[src/rtl/transparency_pkg.sv]
// rtl/transparency_pkg.sv - shared state encoding and alpha helpers for the transparency fade controller
package transparency_pkg;

    typedef enum logic [1:0] {
        IDLE = 2'd0,
        WAIT = 2'd1,
        DONE = 2'd2
    } fade_state_e;

    // Opaque source-A alpha for a given precision: 2^p.
    function automatic int unsigned ALPHA_FULL(input int unsigned p);
        return 32'd1 << p;
    endfunction

endpackage

[src/rtl/fade_frame_divider.sv]
// rtl/fade_frame_divider.sv - frame counter that flags every rate-th frame_start tick
module fade_frame_divider #(
    parameter int RATE_WIDTH = 8
) (
    input  logic                  clk,
    input  logic                  rst,
    input  logic                  clear,
    input  logic                  tick,
    input  logic [RATE_WIDTH-1:0] rate,
    output logic                  terminal
);

    logic [RATE_WIDTH-1:0] count_q;
    logic [RATE_WIDTH-1:0] count_d;

    // rate is never zero here; the controller maps 0 to 1 when it latches it.
    assign terminal = tick && (count_q == rate - RATE_WIDTH'(1));

    always_comb begin
        count_d = count_q;
        if (clear || terminal) begin
            count_d = '0;
        end else if (tick) begin
            count_d = count_q + RATE_WIDTH'(1);
        end
    end

    always_ff @(posedge clk or posedge rst) begin
        if (rst) begin
            count_q <= '0;
        end else begin
            count_q <= count_d;
        end
    end

endmodule

[src/rtl/transparency_fade_controller.sv]
// rtl/transparency_fade_controller.sv - frame-locked alpha fade FSM; optional abort input under TRANSPARENCY_FADE_ABORT_EN
module transparency_fade_controller
    import transparency_pkg::*;
#(
    parameter int TRANSPARENCY_PRECISION = 4,
    parameter int RATE_WIDTH             = 8
) (
    input  logic                              clk,
    input  logic                              rst,
    input  logic                              frame_start,
    input  logic                              cmd_valid,
    output logic                              cmd_ready,
    input  logic [TRANSPARENCY_PRECISION:0]   cmd_target,
    input  logic [RATE_WIDTH-1:0]             cmd_frames_per_step,
    input  logic                              cmd_instant,
`ifdef TRANSPARENCY_FADE_ABORT_EN
    input  logic                              abort,
`endif
    output logic [TRANSPARENCY_PRECISION:0]   src_a_proportion,
    output logic                              busy,
    output logic                              done
);

    localparam int AW = TRANSPARENCY_PRECISION + 1;
    localparam logic [AW-1:0] FULL = AW'(ALPHA_FULL(TRANSPARENCY_PRECISION));

    fade_state_e           state_q, state_d;
    logic [AW-1:0]         alpha_q, alpha_d;
    logic [AW-1:0]         target_q;
    logic [RATE_WIDTH-1:0] rate_q;
    logic                  instant_q;
    logic                  done_q;

    logic                  accept;
    logic                  abort_w;
    logic                  step_tick;
    logic                  terminal;
    logic [AW-1:0]         target_sat;
    logic [AW-1:0]         alpha_step;

`ifdef TRANSPARENCY_FADE_ABORT_EN
    assign abort_w = abort && (state_q == WAIT);
`else
    assign abort_w = 1'b0;
`endif

    assign accept     = cmd_valid && (state_q == IDLE);
    assign target_sat = (cmd_target > FULL) ? FULL : cmd_target;
    // Abort wins over a coincident frame step, so the divider must not advance either.
    assign step_tick  = frame_start && (state_q == WAIT) && !abort_w;
    assign alpha_step = (alpha_q < target_q) ? alpha_q + AW'(1) : alpha_q - AW'(1);

    fade_frame_divider #(
        .RATE_WIDTH(RATE_WIDTH)
    ) u_divider (
        .clk      (clk),
        .rst      (rst),
        .clear    (accept),
        .tick     (step_tick),
        .rate     (rate_q),
        .terminal (terminal)
    );

    always_comb begin
        state_d = state_q;
        alpha_d = alpha_q;
        case (state_q)
            IDLE: begin
                if (accept) begin
                    state_d = (target_sat == alpha_q) ? DONE : WAIT;
                end
            end
            WAIT: begin
                if (abort_w) begin
                    state_d = DONE;
                end else if (step_tick) begin
                    if (instant_q) begin
                        alpha_d = target_q;
                    end else if (terminal) begin
                        alpha_d = alpha_step;
                    end
                    if (alpha_d == target_q) begin
                        state_d = DONE;
                    end
                end
            end
            DONE:    state_d = IDLE;
            default: state_d = IDLE;
        endcase
    end

    always_ff @(posedge clk or posedge rst) begin
        if (rst) begin
            state_q   <= IDLE;
            alpha_q   <= FULL;
            target_q  <= FULL;
            rate_q    <= RATE_WIDTH'(1);
            instant_q <= 1'b0;
            done_q    <= 1'b0;
        end else begin
            state_q <= state_d;
            alpha_q <= alpha_d;
            done_q  <= (state_q == DONE);
            if (accept) begin
                target_q  <= target_sat;
                rate_q    <= (cmd_frames_per_step == '0) ? RATE_WIDTH'(1) : cmd_frames_per_step;
                instant_q <= cmd_instant;
            end
        end
    end

    assign cmd_ready        = (state_q == IDLE);
    assign busy             = (state_q == WAIT);
    assign done             = done_q;
    assign src_a_proportion = alpha_q;

endmodule

[config.mk]
export PLATFORM = sky130hd
export DESIGN_NAME = transparency_fade_controller
export DESIGN_NICKNAME = d
export VERILOG_FILES = /design/src/rtl/transparency_pkg.sv /design/src/rtl/fade_frame_divider.sv /design/src/rtl/transparency_fade_controller.sv
export SDC_FILE = /design/constraint.sdc
export NUM_CORES = 1
export LEC_CHECK = 0
export CORE_MARGIN = 4
export CORE_UTILIZATION = 50
export CTS_CLUSTER_DIAMETER = 40
export DETAILED_ROUTE_END_ITERATION = 12
export PLACE_DENSITY = 0.73
export RECOVER_POWER = 100
export SLEW_MARGIN = 10
export SYNTH_ARGS = -nofsm -noshare
export SYNTH_HDL_FRONTEND = slang
export SYNTH_SLANG_ARGS = --single-unit
[constraint.sdc]
create_clock -name clk -period 6.75 [get_ports clk]
set_input_delay 1.6875 -clock clk [delete_from_list [all_inputs] [get_ports clk]]
set_output_delay 1.6875 -clock clk [all_outputs]
set_load 0.02 [all_outputs]
---- Word level (Yosys, flattened, before mapping) ----
Cells that the tools add are included.
W data, S select, Z words.
operators by class
  magnitude comparators ................... 2
  reduce and logical (&&, ||, !) cells .... 9
  multiplexer cells ....................... 14
  add/sub/neg operators ................... 4
  equality and inequality tests ........... 8
operators with widths
  operator               count
  $mux W5                6
  $mux W8                3
  $eq A5 B5 Y1           2
  $add A8 B1 Y8 const B  1
  $eq A8 B8 Y1           1
  $logic_not A8 Y1       1
  $mux W2                4
  $sub A8 B1 Y8 const B  1
  $ne A2 B1 Y1 const B   3
  $add A5 B1 Y5 const B  1
  $gt A5 B5 Y1 const B   1
  $lt A5 B5 Y1           1
  $sub A5 B1 Y5 const B  1
  $pmux W2 S2            1
  $logic_and A1 B1 Y1    3
  $reduce_and A3 Y1      1
  $eq A2 B1 Y1 const B   1
  $eq A2 B2 Y1 const B   1
  $logic_not A2 Y1       1
  $reduce_and A2 Y1      1
  $reduce_bool A2 Y1     1
  $logic_or A1 B1 Y1     1
storage, ports and cells
  register bits ........................... 30
  input bits .............................. 18
  word-level logic and storage cells ...... 44

---- Depth between registers and ports, before layout ----
  depth in word-level cells ............... 11
  depth in mapped cells ................... 14
  gate-level depth less buffers ........... 14

---- Hierarchy ----
Synthesis repeated with hierarchy kept, for this count alone.
second synthesis, totals
  cell total of the unflattened synthesis .. 247
  area, all modules ....................... 2104.5 um^2
modules (own cells, without submodules)
  module                        sequential area each (um^2)  area each (um^2)  cells each  instances
  transparency_fade_controller  554.3                        1476.4            178         1
  fade_frame_divider            200.2                        628.1             69          1

---- Worst setup path before layout ----
OpenSTA, ideal clock, no wires.
  path type ............................... input-to-reg
  start ................................... input port frame_start
  end ..................................... register state_q[1]
  setup time .............................. 127 ps
  path buffers ............................ 0
  required time ........................... 6623 ps
  arrival ................................. 3011 ps
  stages .................................. 7
  setup slack ............................. 3613 ps
  path through ............................ nand3b_1 nor3_1 o211ai_1 a211oi_4 or4_1 o211ai_2 o2bb2ai_2
on the way
  cells in the longest elaborated chain, start to end .. 9
  elaborated cells between the ends (all ways) .. 10
  classes of those cells .................. 3 x eq/ne; 4 x mux; 3 x reduce/logical
ends and longest elaborated chain
  what                                  RTL line                             RTL
  start, declared                       transparency_fade_controller.sv:10   input logic frame_start,
  $logic_and A1 B1 Y1 *                 transparency_fade_controller.sv:50   assign step_tick = frame_start && (state_q == WAIT) && !abort_w;
  $logic_and A1 B1 Y1                   fade_frame_divider.sv:17             assign terminal = tick && (count_q == rate - RATE_WIDTH'(1));
  $mux W5                               transparency_fade_controller.sv:79   end else if (terminal) begin
  $mux W5                               transparency_fade_controller.sv:77   if (instant_q) begin
  $mux W5                               transparency_fade_controller.sv:76   end else if (step_tick) begin
  $mux W5                               transparency_fade_controller.sv:67   case (state_q)
  $eq A5 B5 Y1                          transparency_fade_controller.sv:82   if (alpha_d == target_q) begin
  $ne A2 B1 Y1 (no source line)         -
  $reduce_and A3 Y1 (no source line) *  -
  end signal, assigned                  transparency_fade_controller.sv:101  state_q <= state_d;
  end, declared                         transparency_fade_controller.sv:27   fade_state_e state_q, state_d;
Every way passes the cells marked *; elsewhere a longest branch is shown, timed or not. The select of a mux whose other input is x is not followed.
A chain may end at the register's enable or synchronous reset.

---- Worst setup path after layout ----
  start ................................... input port frame_start
  end ..................................... register alpha_q[1], in the netlist src_a_proportion[1]
on the way
  cells in the longest elaborated chain, start to end .. 6
  elaborated cells between the ends (all ways) .. 7
  classes of those cells .................. 4 x mux; 3 x reduce/logical
ends and longest elaborated chain
  what                   RTL line                             RTL
  $logic_and A1 B1 Y1 *  transparency_fade_controller.sv:50
  $logic_and A1 B1 Y1    fade_frame_divider.sv:17
  $mux W5                transparency_fade_controller.sv:79
  $mux W5                transparency_fade_controller.sv:77
  $mux W5                transparency_fade_controller.sv:76
  $mux W5                transparency_fade_controller.sv:67
  end signal, assigned   transparency_fade_controller.sv:102  alpha_q <= alpha_d;
  end, declared          transparency_fade_controller.sv:28   logic [AW-1:0] alpha_q, alpha_d;
Marks and branches as above.

==> summary.md <==
| Metric | Value |
|---|---|
| # Max-Cap Violations | `1` |
| Worst hold endpoint | `done$_DFF_PP0_` |
| CTS Buf Count | `5` |
| Wire length on met2 | `1.73 mm` |
| Final net count | `between 200 and 300` |
| Ant diodes | `0` |
| Die Width | `71.7 um` |
| Ys flop type | `dfrtp_1` |
| Initial antenna violation count | `0` |
| Chip Height | `71.7 um` |
| Final setup margin | `roughly 2.6 ns` |
| Final Hold Vio Count | `0` |
| WHS Path Cells | `1` |
| Mapped Nets | `244` |
| DIE AREA | `0.00514 mm^2` |
| Vias in the first global route | `1,460` |
| Worst R2R Setup Slack | `around 3.7 ns` |
| Number of remaining DRC errors | `0` |
| Clk Tree Root Cell | `clkbuf_8` |
| Worst skew pair latency | `between 0.2 and 0.3 ns` |
| Critical path's top delay family | `compound AO/OA/AOI/OAI gates` |
| Resized cells post-CTS | `0` |
| FF-to-FF End | `src_a_proportion[1]$_DFFE_PP0P_` |
| Mapped cell area | `between 0.002 and 0.0025 mm^2` |
| CP Class | `in2reg` |
| FMAX | `0.240 GHz` |
| VDD IR-drop max | `0.000262 V` |
| M1 WL | `2.21 mm` |
| Cell variety after synth | `47` |
| CTS Hold Bufs | `0` |
| FF-to-FF Start | `rate_q[0]$_DFFE_PP1P_` |
| Critical path's slowest cell | `a211oi_1` |
| Final setup vio count | `0` |
| Routed Antenna Nets | `0` |
| Setup tns final | `0 ns` |
| Clock tree buffer depth | `2` |
| Reg2reg path depth | `9` |
| Initial Utilization | `0.534` |
| Ys async rst share | `1.00` |
| Failing checks | `max-capacitance violations, max-slew violations` |
| Cell area after placement | `0.00232 mm^2` |
| CP max FO | `10` |
| WP data arrival | `4.32 ns` |
| Sink Count | `30` |
| Worst hold start | `state_q[0]$_DFFE_PP0P_` |
| Tcrit/Tclk final | `0.618` |
| Iter 0 DRT Violations | `62` |
| First-pass GRT wire length | `7.04 mm` |
| Unrepaired setup endpoints after global routing | `no` |
| Total Wirelength | `4.20 mm` |
| Setup crit end kind | `register` |
| Pin count of the biggest net entering global routing | `31` |
| H-tree levels | `2` |
| Layout area overhead | `18.0%` |
| Cell breakdown of the critical path | `dlygate4sd3_1 -> nand3b_1 -> nor3_1 -> o211ai_1 -> a211oi_1 -> o21ai_0 -> nand2_1 -> o21ai_0` |
| Crit path top cell by count | `o21ai_0` |
| Via density | `5.51` |
| Yosys warning total | `0` |
| Fraction of layout cells with a size suffix above 1 | `0.0943` |
| Slew Viols, Final | `31` |
| Pwr dens | `468 mW/mm^2` |
| Vias | `1,608` |
| DRT Pass-1 Iters | `4` |
| Setup Slack @ Placement | `2.87 ns` |
| Post-CTS setup buffer count | `0` |
| WL met3 | `between 200 and 250 um` |
| Pwr Total | `1120 uW` |
| Worst path bufs/invs | `1` |
| WP data required | `6.89 ns` |
| Layout Skew | `0.00408 ns` |
| Yosys reg bits | `30` |
| Crit start category | `input port` |
| Clock-pin slew on the worst setup and hold paths | `0.06 ns` |
| Port Buf Inserts | `25` |
| Headroom to the max-slew limit | `-0.0829` |
| All-Layer GR Usage | `0.172` |
| DP Wirelength | `between 3 and 4 mm` |
| Post-synth EDFFs | `0` |
| Post-Syn Area per Cell | `9.38 um^2` |
| Filler cells | `336` |
| Status | `finished, violations left` |
| Routability cong. | `0.816` |
| Synthesized instance count | `216` |
| Leakage | `0.00107 uW` |
| Hold crit path type | `reg2reg` |
| Grt total ovfl | `0` |
| Min Tclk post-route | `about 4.2 ns` |
| Row cnt | `22` |
| Wire per inst | `around 14 um` |
| IO Count | `26` |
| Final Cell Area | `0.00239 mm^2` |
| TritonCTS clock tree | `done` |
| Register area share after synthesis | `0.372` |
| Tightest Pin Transition | `1.62 ns` |
| DR top layer | `met4` |
| Max incr delay on CP | `0.92 ns` |
| Core area | `0.00380 mm^2` |
==> cells by family after synthesis <==
family,Yosys count,synth area share
compound gates,44,0.156
mux,10,0.0549
xor+xnor,31,0.134
buf+inv,22,0.0414
fa+ha+maj,10,0.0654
simple gates,69,0.177
flops,30,0.372
==> layout make-up <==
type	instances	area, um^2	share of cell area
clock inverter	1	5.00	0.00209
multi-input combinational	164	1170	0.490
clock buffer	7	86.3	0.0361
tap	48	60.1	0.0251
inverter	16	60.1	0.0251
timing repair buffer	26	254	0.106
sequential	30	754	0.316
==> how the worst max path moves through the flow <==
stage / from / endpoint / slack, ns / depth (start not counted)
final: frame_start / src_a_proportion[1]$_DFFE_PP0P_ / 2.58 / 8
after global routing: frame_start / src_a_proportion[1]$_DFFE_PP0P_ / 2.27 / 8
after CTS: frame_start / state_q[1]$_DFFE_PP0P_ / 3.16 / 8
after detailed placement: frame_start / state_q[1]$_DFFE_PP0P_ / 2.87 / 8
after global placement: frame_start / state_q[1]$_DFFE_PP0P_ / 2.92 / 8
after floorplan: frame_start / state_q[1]$_DFFE_PP0P_ / 3.61 / 7
==> power breakdown <==
group | total [uW] | switching [uW] | internal (uW) | leakage [uW]
combinational | 608 | 306 | 302 | 0.000639
clock | 148 | 65.7 | 82.1 | 0.0000482
sequential | 363 | 111 | 252 | 0.000379
total | 1120 | 483 | 635 | 0.00107
==> per-stage QoR <==
stage / instances / hold slack (ns) / utilization
floorplan: 216 / 0.447 / -
global placement: 284 / 0.468 / 0.611
detailed placement: 284 / 0.468 / 0.611
CTS: 292 / 0.478 / 0.635
global route: 292 / 0.504 / 0.629
finish: 292 / 0.476 / 0.629
==> cells in the final DEF, fill, tap and decap left out, types with 8 or more instances in the layout <==
cell type        instances
dfrtp_1                 27
nor2_1                  18
xor2_1                  16
inv_1                   16
nand2_1                 15
xnor2_1                 15
clkdlybuf4s50_1         14
o21ai_0                 11
dlygate4sd3_1           11
mux2_2                   9
nand2b_1                 9
ha_1                     9
a21oi_1                  8
==> sequential cells by signal, indices dropped and copies added (netlist names) <==
name / cells
u_divider.count_q: 8
instant_q: 1
src_a_proportion: 5
state_q: 2
done: 1
rate_q: 8
target_q: 5
==> worst reg2reg max path, stage by stage, from the launching register on <==
cell,delay (ns)
dfstp_2,0.59
inv_1,0.08
ha_1,0.29
o21bai_1,0.19
a211oi_1,0.28
o21ai_2,0.09
a211oi_1,0.89
o21ai_0,0.28
nand2_1,0.14
o21ai_0,0.09
==> Yosys cell counts (2+ instances only) <==
library cell | instances | area share
dfstp_2 | 3 | 0.039
xor2_1 | 16 | 0.069
a221oi_1 | 2 | 0.0086
nand4_1 | 4 | 0.012
a21oi_1 | 8 | 0.020
nand3_1 | 2 | 0.0049
nand2_1 | 15 | 0.028
o21ai_0 | 9 | 0.022
o21ai_1 | 3 | 0.0074
a21o_1 | 4 | 0.015
a31oi_1 | 2 | 0.0062
inv_1 | 16 | 0.030
mux2_2 | 9 | 0.050
or4_1 | 2 | 0.0074
dfrtp_1 | 27 | 0.33
xnor2_1 | 15 | 0.065
clkbuf_1 | 5 | 0.0093
nor2_1 | 18 | 0.033
ha_1 | 9 | 0.056
nand2b_1 | 9 | 0.028
nor3_1 | 6 | 0.015
nor2b_1 | 2 | 0.0062
and3_1 | 3 | 0.0093
a22oi_1 | 3 | 0.011
nor4_1 | 2 | 0.0062
==> metal layers <==
metal,global-route usage,vias up
li1,-,808
met1,0.257,763
met4,0.0480,0
met3,0.0449,6
met2,0.244,31
met5,0,-
Note: power is estimated with default switching activity, not from simulation.
